$ cat config.mk
export PLATFORM = sky130hd
export DESIGN_NAME = store_buffer
export DESIGN_NICKNAME = d
export VERILOG_FILES = /design/src/rtl/store_buffer_pkg.sv /design/src/rtl/sb_fwd_match.sv /design/src/rtl/store_buffer.sv
export SDC_FILE = /design/constraint.sdc
export NUM_CORES = 1
export LEC_CHECK = 0
export BUFFER_PORTS_ARGS = -buffer_cell sky130_fd_sc_hd__buf_2
export CORE_ASPECT_RATIO = 0.75
export CORE_UTILIZATION = 60
export CTS_CLUSTER_DIAMETER = 150
export CTS_CLUSTER_SIZE = 20
export DETAILED_ROUTE_END_ITERATION = 16
export GPL_TIMING_DRIVEN = 1
export PLACE_DENSITY = 0.92
export SLEW_MARGIN = 5
export SYNTH_ARGS = -nofsm -noshare
export SYNTH_HDL_FRONTEND = slang
export SYNTH_SLANG_ARGS = --single-unit
$ cat constraint.sdc
create_clock -name clk -period 7.4 [get_ports clk]
set_clock_uncertainty 0.2 [all_clocks]
set_input_delay 1.48 -clock clk [delete_from_list [all_inputs] [get_ports clk]]
set_output_delay 1.48 -clock clk [all_outputs]
set_load 0.02 [all_outputs]
$ cat src/rtl/store_buffer_pkg.sv
// rtl/store_buffer_pkg.sv - shared types and constants for the store buffer
package store_buffer_pkg;

  localparam int SB_DEPTH_DEFAULT = 4;

  typedef struct packed {
    logic [31:0] addr;
    logic [31:0] data;
  } sb_entry_t;

  typedef enum logic {
    RUN   = 1'b0,
    FLUSH = 1'b1
  } sb_state_t;

  // Word address used for load/store overlap detection (byte offset ignored)
  function automatic logic [29:0] sb_word(input logic [31:0] addr);
    return addr[31:2];
  endfunction

endpackage

$ cat src/rtl/sb_fwd_match.sv
// rtl/sb_fwd_match.sv - youngest-match search of pending stores for load forwarding
module sb_fwd_match #(
  parameter int DEPTH = 4,
  parameter int PTR_W = 2
) (
  input  logic [DEPTH-1:0][29:0] tags,
  input  logic [DEPTH-1:0][31:0] datas,
  input  logic [DEPTH-1:0]       valid,
  input  logic [PTR_W-1:0]       head,
  input  logic [29:0]            lookup,
  output logic                   hit,
  output logic [31:0]            data
);

  logic [PTR_W-1:0] idx;

  // Walk from oldest (head) to youngest; a later match overrides, so the youngest store wins
  always_comb begin
    hit  = 1'b0;
    data = '0;
    idx  = '0;
    for (int i = 0; i < DEPTH; i++) begin
      idx = head + PTR_W'(i);
      if (valid[idx] && (tags[idx] == lookup)) begin
        hit  = 1'b1;
        data = datas[idx];
      end
    end
  end

endmodule

$ cat src/rtl/store_buffer.sv
// rtl/store_buffer.sv - posted-store FIFO with drain/flush control; STORE_BUFFER_FWD_EN enables load forwarding
module store_buffer
  import store_buffer_pkg::*;
#(
  parameter int DEPTH = SB_DEPTH_DEFAULT
) (
  input  logic        clk,
  input  logic        reset,
  input  logic        MemWrite,
  input  logic        MemRead,
  input  logic [31:0] ALUResult,
  input  logic [31:0] WriteData,
  input  logic        Flush,
  output logic [31:0] ReadData,
  output logic        Stall,
  output logic        Empty,
  output logic        mem_wvalid,
  input  logic        mem_wready,
  output logic [31:0] mem_waddr,
  output logic [31:0] mem_wdata,
  input  logic [31:0] mem_rdata
);

  localparam int PTR_W = (DEPTH > 1) ? $clog2(DEPTH) : 1;
  localparam int CNT_W = $clog2(DEPTH + 1);
  localparam logic [CNT_W-1:0] FULL_CNT = CNT_W'(DEPTH);

  sb_entry_t        entries [DEPTH];
  logic [DEPTH-1:0] valid;
  logic [PTR_W-1:0] head;
  logic [PTR_W-1:0] tail;
  logic [CNT_W-1:0] count;
  sb_state_t        state;
  sb_state_t        state_next;
  logic             stall_int;
  logic             full;
  logic             enq;
  logic             deq;

  assign full       = (count == FULL_CNT);
  assign Empty      = (count == '0);
  // The head slot is valid exactly when at least one store is pending
  assign mem_wvalid = valid[head];
  assign mem_waddr  = mem_wvalid ? entries[head].addr : '0;
  assign mem_wdata  = mem_wvalid ? entries[head].data : '0;
  assign deq        = mem_wvalid & mem_wready;
  assign enq        = MemWrite & ~stall_int;
  assign Stall      = stall_int;

  // Next-state and stall decode; full-stall ignores mem_wready so Stall never depends on it
  always_comb begin
    state_next = state;
    stall_int  = 1'b0;
    case (state)
      RUN: begin
        if (Flush && (count != '0)) begin
          state_next = FLUSH;
        end
        stall_int = MemWrite & full;
`ifndef STORE_BUFFER_FWD_EN
        // Without forwarding a load must wait until every older store has reached memory
        if (MemRead && (count != '0)) begin
          stall_int = 1'b1;
        end
`endif
      end
      FLUSH: begin
        if (count == '0) begin
          state_next = RUN;
        end
        stall_int = MemWrite | MemRead;
      end
      default: begin
        state_next = RUN;
      end
    endcase
  end

  // Control state: pointers, occupancy, valid bits and FSM register
  always_ff @(posedge clk or posedge reset) begin
    if (reset) begin
      head  <= '0;
      tail  <= '0;
      count <= '0;
      valid <= '0;
      state <= RUN;
    end else begin
      state <= state_next;
      if (enq) begin
        tail        <= tail + PTR_W'(1);
        valid[tail] <= 1'b1;
      end
      if (deq) begin
        head        <= head + PTR_W'(1);
        valid[head] <= 1'b0;
      end
      case ({enq, deq})
        2'b10:   count <= count + CNT_W'(1);
        2'b01:   count <= count - CNT_W'(1);
        default: count <= count;
      endcase
    end
  end

  // Entry payload storage; contents are only meaningful where the matching valid bit is set
  always_ff @(posedge clk) begin
    if (enq) begin
      entries[tail] <= '{addr: ALUResult, data: WriteData};
    end
  end

`ifdef STORE_BUFFER_FWD_EN
  logic [DEPTH-1:0][29:0] tags;
  logic [DEPTH-1:0][31:0] datas;
  logic                   fwd_hit;
  logic [31:0]            fwd_data;

  for (genvar i = 0; i < DEPTH; i++) begin : g_flat
    assign tags[i]  = sb_word(entries[i].addr);
    assign datas[i] = entries[i].data;
  end

  sb_fwd_match #(
    .DEPTH(DEPTH),
    .PTR_W(PTR_W)
  ) u_fwd_match (
    .tags  (tags),
    .datas (datas),
    .valid (valid),
    .head  (head),
    .lookup(sb_word(ALUResult)),
    .hit   (fwd_hit),
    .data  (fwd_data)
  );

  // Lookup sees pre-enqueue contents, so a same-cycle store never forwards to its own load
  assign ReadData = (MemRead && fwd_hit) ? fwd_data : mem_rdata;
`else
  assign ReadData = mem_rdata;
`endif

endmodule

* Word level (Yosys, flattened, before mapping)
Memories as Yosys holds them, arrays and structs flattened.
Index checks and enable logic that the tools add are counted.
Widths: inputs -> output; s select.
** Cells by class
- $add $sub $neg :: 4
- $lt $le $gt $ge :: 4
- Equality and inequality tests :: 3
- Muxes and demuxes :: 18
- Bitwise operators :: 9
- Reductions and logical operators :: 7
** Operators with widths (number)
- $mux 32 :: 2
- $mux 1 :: 8
- $mux 4 :: 2
- $lt 2x3->1 const B :: 2
- $pmux 3 s2 :: 1
- $add 2x1->2 const B :: 2
- $and 4x4->4 :: 1
- $demux 1 s2 :: 2
- $ge 2x1->1 const B :: 2
- $logic_and 1x1->1 :: 4
- $not 4->4 :: 1
- $or 4x4->4 :: 1
- $pmux 1 s2 :: 2
- $add 3x1->3 const B :: 1
- $and 1x1->1 :: 3
- $eq 3x3->1 const B :: 1
- $logic_not 3->1 :: 1
- $reduce_bool 3->1 :: 1
- $sub 3x1->3 const B :: 1
- $bmux 1 s2 :: 1
- $eq 2x1->1 const B :: 1
- $eq 2x2->1 const B :: 1
- $not 1->1 :: 2
- $reduce_bool 2->1 :: 1
- $or 1x1->1 :: 1
** Word-level totals
- Flip-flop bits (word level) :: 12
- Bits in writable memories :: 256
- Memories :: 1
** Memory list
- entries :: words 4, bits a word 64, rd ports 1, clocked after memory_dff 0, write ports 1, RTL line store_buffer.sv:28 : sb_entry_t entries [DEPTH];

* Logic depth before layout (Yosys ltp)
- Depth in word-level cells :: 9
- Depth in mapped cells :: 10

* Worst setup path before layout
Ideal clock, no wire load.
- Path kind :: input to register
- From :: input MemRead
- To :: memory entries[0][0] (netlist bit) (enable)
- Library setup time :: 0.480 ns
- Data arrival time :: 4.474 ns
- Required time :: 6.720 ns
- Slack :: 2.246 ns
- Stages on the path :: 2
- Buffers on the path :: 0
- Cell sequence :: o21bai_1 -> a211oi_2
** Between the ends
- Longest elaborated chain between the ends :: 7
** RTL lines
- start: declaration :: RTL line store_buffer.sv:10 : input logic MemRead,
- $logic_and 1x1->1 :: RTL line store_buffer.sv:62 : if (MemRead && (count != '0)) begin
- $mux 1 :: RTL line store_buffer.sv:62
- $pmux 1 s2 * :: RTL line store_buffer.sv:54 : case (state)
- $not 1->1 * :: RTL line store_buffer.sv:47 : assign enq = MemWrite & ~stall_int;
- $and 1x1->1 * :: RTL line store_buffer.sv:47
- $mux 1 * :: RTL line store_buffer.sv:107 : if (enq) begin
- $mux 1 (not written as such) * :: RTL line store_buffer.sv:108 : entries[tail] <= '{addr: ALUResult, data: WriteData};
- end: declaration :: RTL line store_buffer.sv:28
Every way passes the cells marked *; elsewhere a longest branch is shown, timed or not.

* Worst setup path in the final report
- From :: register head[1]
- To :: output mem_waddr[17]
** Between the ends
- Longest elaborated chain between the ends :: 3
** RTL lines
- start: declaration :: RTL line store_buffer.sv:30 : logic [PTR_W-1:0] head;
- start signal: assignment :: RTL line store_buffer.sv:94 : head <= head + PTR_W'(1);
- $bmux 1 s2 :: RTL line store_buffer.sv:43 : assign mem_wvalid = valid[head];
- $mux 1 (not written as such) :: RTL line store_buffer.sv:43
- $mux 32 * :: RTL line store_buffer.sv:44 : assign mem_waddr = mem_wvalid ? entries[head].addr : '0;
- end: declaration :: RTL line store_buffer.sv:19 : output logic [31:0] mem_waddr,
Every way passes the cells marked *; elsewhere a longest branch is shown, timed or not. The select of a mux whose other input is x is not followed.

==> results by stage <==
Routing:
- Dividing the detail-routed wire length by the instance count gives 21.46 um.
- The DRC violation count after routing is 0.
- Detailed routing inserted a total of 4,948 vias.
- The number of search-and-repair iterations in the first detailed-routing pass is 5.
- The number of routed nets with antenna violations is 0.
- The average via count per standard cell is 5.661.
- After detailed routing, the total wire length is 18.76 mm.
- The detailed router finished its first iteration with 343 violations.

Setup path:
- STA classifies the critical path endpoint as an output port.
- The critical path starts at head[1].
- Data arrives at the worst endpoint at 3220 ps.
- The critical path goes through mux2_4 > mux2i_4 > buf_4 > nor2b_1 > buf_2.
- The nature of the critical path startpoint is a register.
- In this run the register-to-register setup slack is 4030 ps.
- By startpoint and endpoint, the worst setup path is classified as reg -> out.
- The maximum fanout encountered on the critical timing path is 70.
- The required arrival time at the worst endpoint is 5720 ps.
- For this run, the slowest stage of the critical path takes 1110 ps.
- In this run the critical register-to-register path is captured at count[2].
- The largest individual stage delay along the critical path comes from the cell dfrtp_4.
- The number of cells on the worst reg-to-reg path is 9.
- The critical register-to-register path startpoint is head[0].

Logic synthesis:
- The share of the Yosys chip area taken by registers is 73.06%.
- The dominant combinational cell family by area after synthesis is multiplexers.
- The post-synthesis share of cell area spent on full adders, half adders and majority gates is 1.213%.
- The synthesized netlist devotes 5.299% of its cell area to simple gates.
- Synthesis inferred 268 register bits.
- Of the total synthesized cell area, the portion taken by XOR and XNOR cells is 0.3204%.
- In this run the biggest area consumer among cell types represents 70.31% of the synthesized area.
- Of the post-synthesis cell area, the part taken by muxes is 14.00%.
- The gate count after technology mapping is 510.
- The complex-gate fraction of the synthesized area is 1.225%.
- In this run the cell area of the synthesized design comes to 0.01093 mm2.
- The main flop type after synthesis is edfxtp_1.
- The synthesized design contains 256 enable-type register cells.
- By area the synthesized netlist is led by edfxtp_1 70%, mux4_2 13%, dfrtp_1 2.7%, nor2b_1 2.7%, buf_4 2.6%.
- Of all flip-flops after synthesis, the portion carrying an async set or reset was 4.478%.
- The synthesized netlist contains 30 unique library cells.
- The biggest area consumer among synthesized cells is edfxtp_1.
- The net count after synthesis is 622.
- The mean instance size in the synthesized netlist is 21.44 um2.
- Yosys printed 0 warnings.

Clocking:
- The count of hold buffers inserted by post-cts repair is 0.
- TritonCTS built the clock tree.
- The depth of the CTS H-tree is 1.
- Clock tree synthesis inserted a total of 17 buffers.
- Post-CTS repair changed the size of 0 cells.
- The cell sitting at the root of the clock tree is a clkbuf_16.
- The post-CTS setup buffer count is 0.
- The source-to-sink clock delay at the later pin of the worst-skew pair is 490 ps.
- Clock-pin slew was measured on the worst setup and hold paths at 80 ps.
- The number of buffers between clock root and the deepest sink is 3.
- The count of clock tree sinks is 268.

Place:
- The half-perimeter wire length after placement is 11.39 mm.
- The setup slack at placement is 2991 ps.
- The count of buffers added on input and output ports is 136.
- At the end of routability-driven placement, the weighted congestion stood at 0.7457.

STA:
- The count of final hold-check violations is 0.
- Setup violations remaining at the end of the flow were counted as 0.
- The relative max-transition margin is 32.06%.
- At the pin with the least slew margin, the transition time is 1019 ps.
- The minimum clock period after layout is 4902 ps.
- Setup repair after global routing left no endpoint under its margin.
- The worst setup slack after layout is 2498 ps.
- The final cycle utilization of the critical path is 66.24%.
- The number of max-slew violations in the final report is 0.
- Hold timing on the final database bottoms out at a slack of 265.6 ps.
- The highest clock frequency the design can meet is 0.2040 GHz.
- The accumulated negative setup slack is 0 ps.

Global route:
- The global routing usage on met2 is 33.37%.
- The initial antenna violation count came to 4.
- The met3 capacity usage during global routing is 4.840%.
- For this run the aggregate overflow at the end of global routing stands at 0.
- Global routing used 28.40% of the available met1 tracks.
- met2 is the most crowded layer.
- Across every metal layer, demand over resource in global routing totals 20.60%.
- The largest net degree at the start of global routing is 71.
- The first global-routing pass estimated 28.64 mm of wire.
- The number of global-route vias before repair was 5,147.

Min path:
- The worst hold-check path type is reg -> reg.
- The terminating pin of the worst hold path is count[2].
- The startpoint identified for the worst hold timing path is count[2].
- Counting instances, the worst hold path has a depth of 1.

Final layout:
- The ratio of cells with drive above 1 in the final layout is 41.36%.
- The storage element area is 0.007995 mm2.
- The final-stage net count is 732.
- The combined area of the multi-input logic cells is 0.002441 mm2.
- Compared with the post-synthesis result, the final layout area differs by 10.24%.
- After filler insertion, the fill cell instance count of the layout stands at 1,159.

Run status:
- The run finished with clean final reports.

Die:
- The die span in x is 157.9 um.
- Once the floorplan was initialized, standard cells occupied 61.55% of the core.
- The top-level I/O count is 201.
- The area of the die is 0.01877 mm2.
- In this run the vertical extent of the chip is 118.9 um.
- The row count is 42.
- The floorplan step defined a core boundary enclosing 0.01776 mm2.

Job:
- Max-cap violations in this run came to 0.

Power and ir drop:
- In this run the power density over the cells is 364.7 mW/mm2.
- Across the VDD grid, the largest voltage drop is 251.7 uV.
- The analysis attributes to cell leakage a power of 4.226 nW.
## flip-flops by register name, summed over array words and instances, names as in the netlist
name / flops
valid: 4
entries: 256
tail: 2
state: 1
head: 2
count: 3
## worst max path at each step
stage	endpoint	slack [ps]	cells after the start
detailed placement	mem_waddr[11]	2990	5
floorplan	entries[0][0]	2250	2
global placement	mem_waddr[23]	3040	5
global route	mem_wdata[24]	2300	5
CTS	mem_waddr[17]	2440	5
finish	mem_waddr[17]	2500	5
## metrics by stage
step,instance area [um2],total power [mW],std cells,util [%]
after floorplan,10930,3.232,510,-
after global placement,11560,3.497,843,65.07
after detailed placement,11560,3.544,843,65.07
after CTS,12050,4.446,873,67.84
after global routing,12050,4.612,874,67.86
final,12050,4.396,874,67.86
## worst max-delay path: cells and delay by family (launching register included)
family / cells / cell delay, ps
mux: 2 / 780
buf+inv: 2 / 700
simple gates: 1 / 120
flops: 1 / 1110
## synth_stat cells, types with 2 or more instances
library cell	n
a2bb2oi_1	4
dfrtp_1	12
edfxtp_1	256
buf_2	6
nor2_1	5
a211oi_2	4
mux4_2	64
inv_1	15
a21oi_1	3
clkbuf_1	2
nor2b_1	47
nor2b_4	18
buf_12	4
mux2_4	3
xnor2_1	2
buf_4	38
xor2_1	2
buf_6	4
ha_1	9
buf_8	2
## final cells by class
cell class | count | share of cell area, %
sequential | 268 | 66.33
multi-input combinational | 171 | 20.25
timing repair buffer | 147 | 6.332
clock buffer | 28 | 3.872
tap | 242 | 2.512
inverter | 15 | 0.4671
clock inverter | 2 | 0.2076
antenna | 1 | 0.02076
## cell usage in the layout (no fill, tap or decap), drive strengths merged
cell type,n
edfxtp,256
buf,147
nor2b,65
mux4,64
clkbuf,28
inv,16
dfrtp,12
ha,9
nor2,5
a211oi,4
a2bb2oi,4
mux2,4
a21oi,4
xnor2,2
xor2,2
mux2i,2
diode,1
or3,1
o21bai,1
nand2b,1
and2,1
a22o,1
fa,1
clkinv,1
## per-layer routing
layer | vias up | share of wire (%)
met3 | 57 | 8.4
met1 | 2508 | 40
li1 | 2185 | -
met4 | 4 | 2.7
met5 | - | 0.12
met2 | 194 | 49
## power by group
part | internal [mW] | total, mW | leakage, nW | switching, mW
registers | 1.77 | 1.93 | 2.45 | 0.156
logic | 0.722 | 1.57 | 1.55 | 0.845
clock network | 0.440 | 0.903 | 0.234 | 0.463
total | 2.93 | 4.40 | 4.23 | 1.46
## logic make-up after synthesis
group / after synthesis
multiplexers: 70
AND/OR/NAND/NOR: 73
flip-flops: 268
AO/OA/AOI/OAI: 14
adder cells (fa/ha/maj): 10
XOR/XNOR: 4
buffers and inverters: 71
No activity file was read; power rests on OpenSTA's default activity.
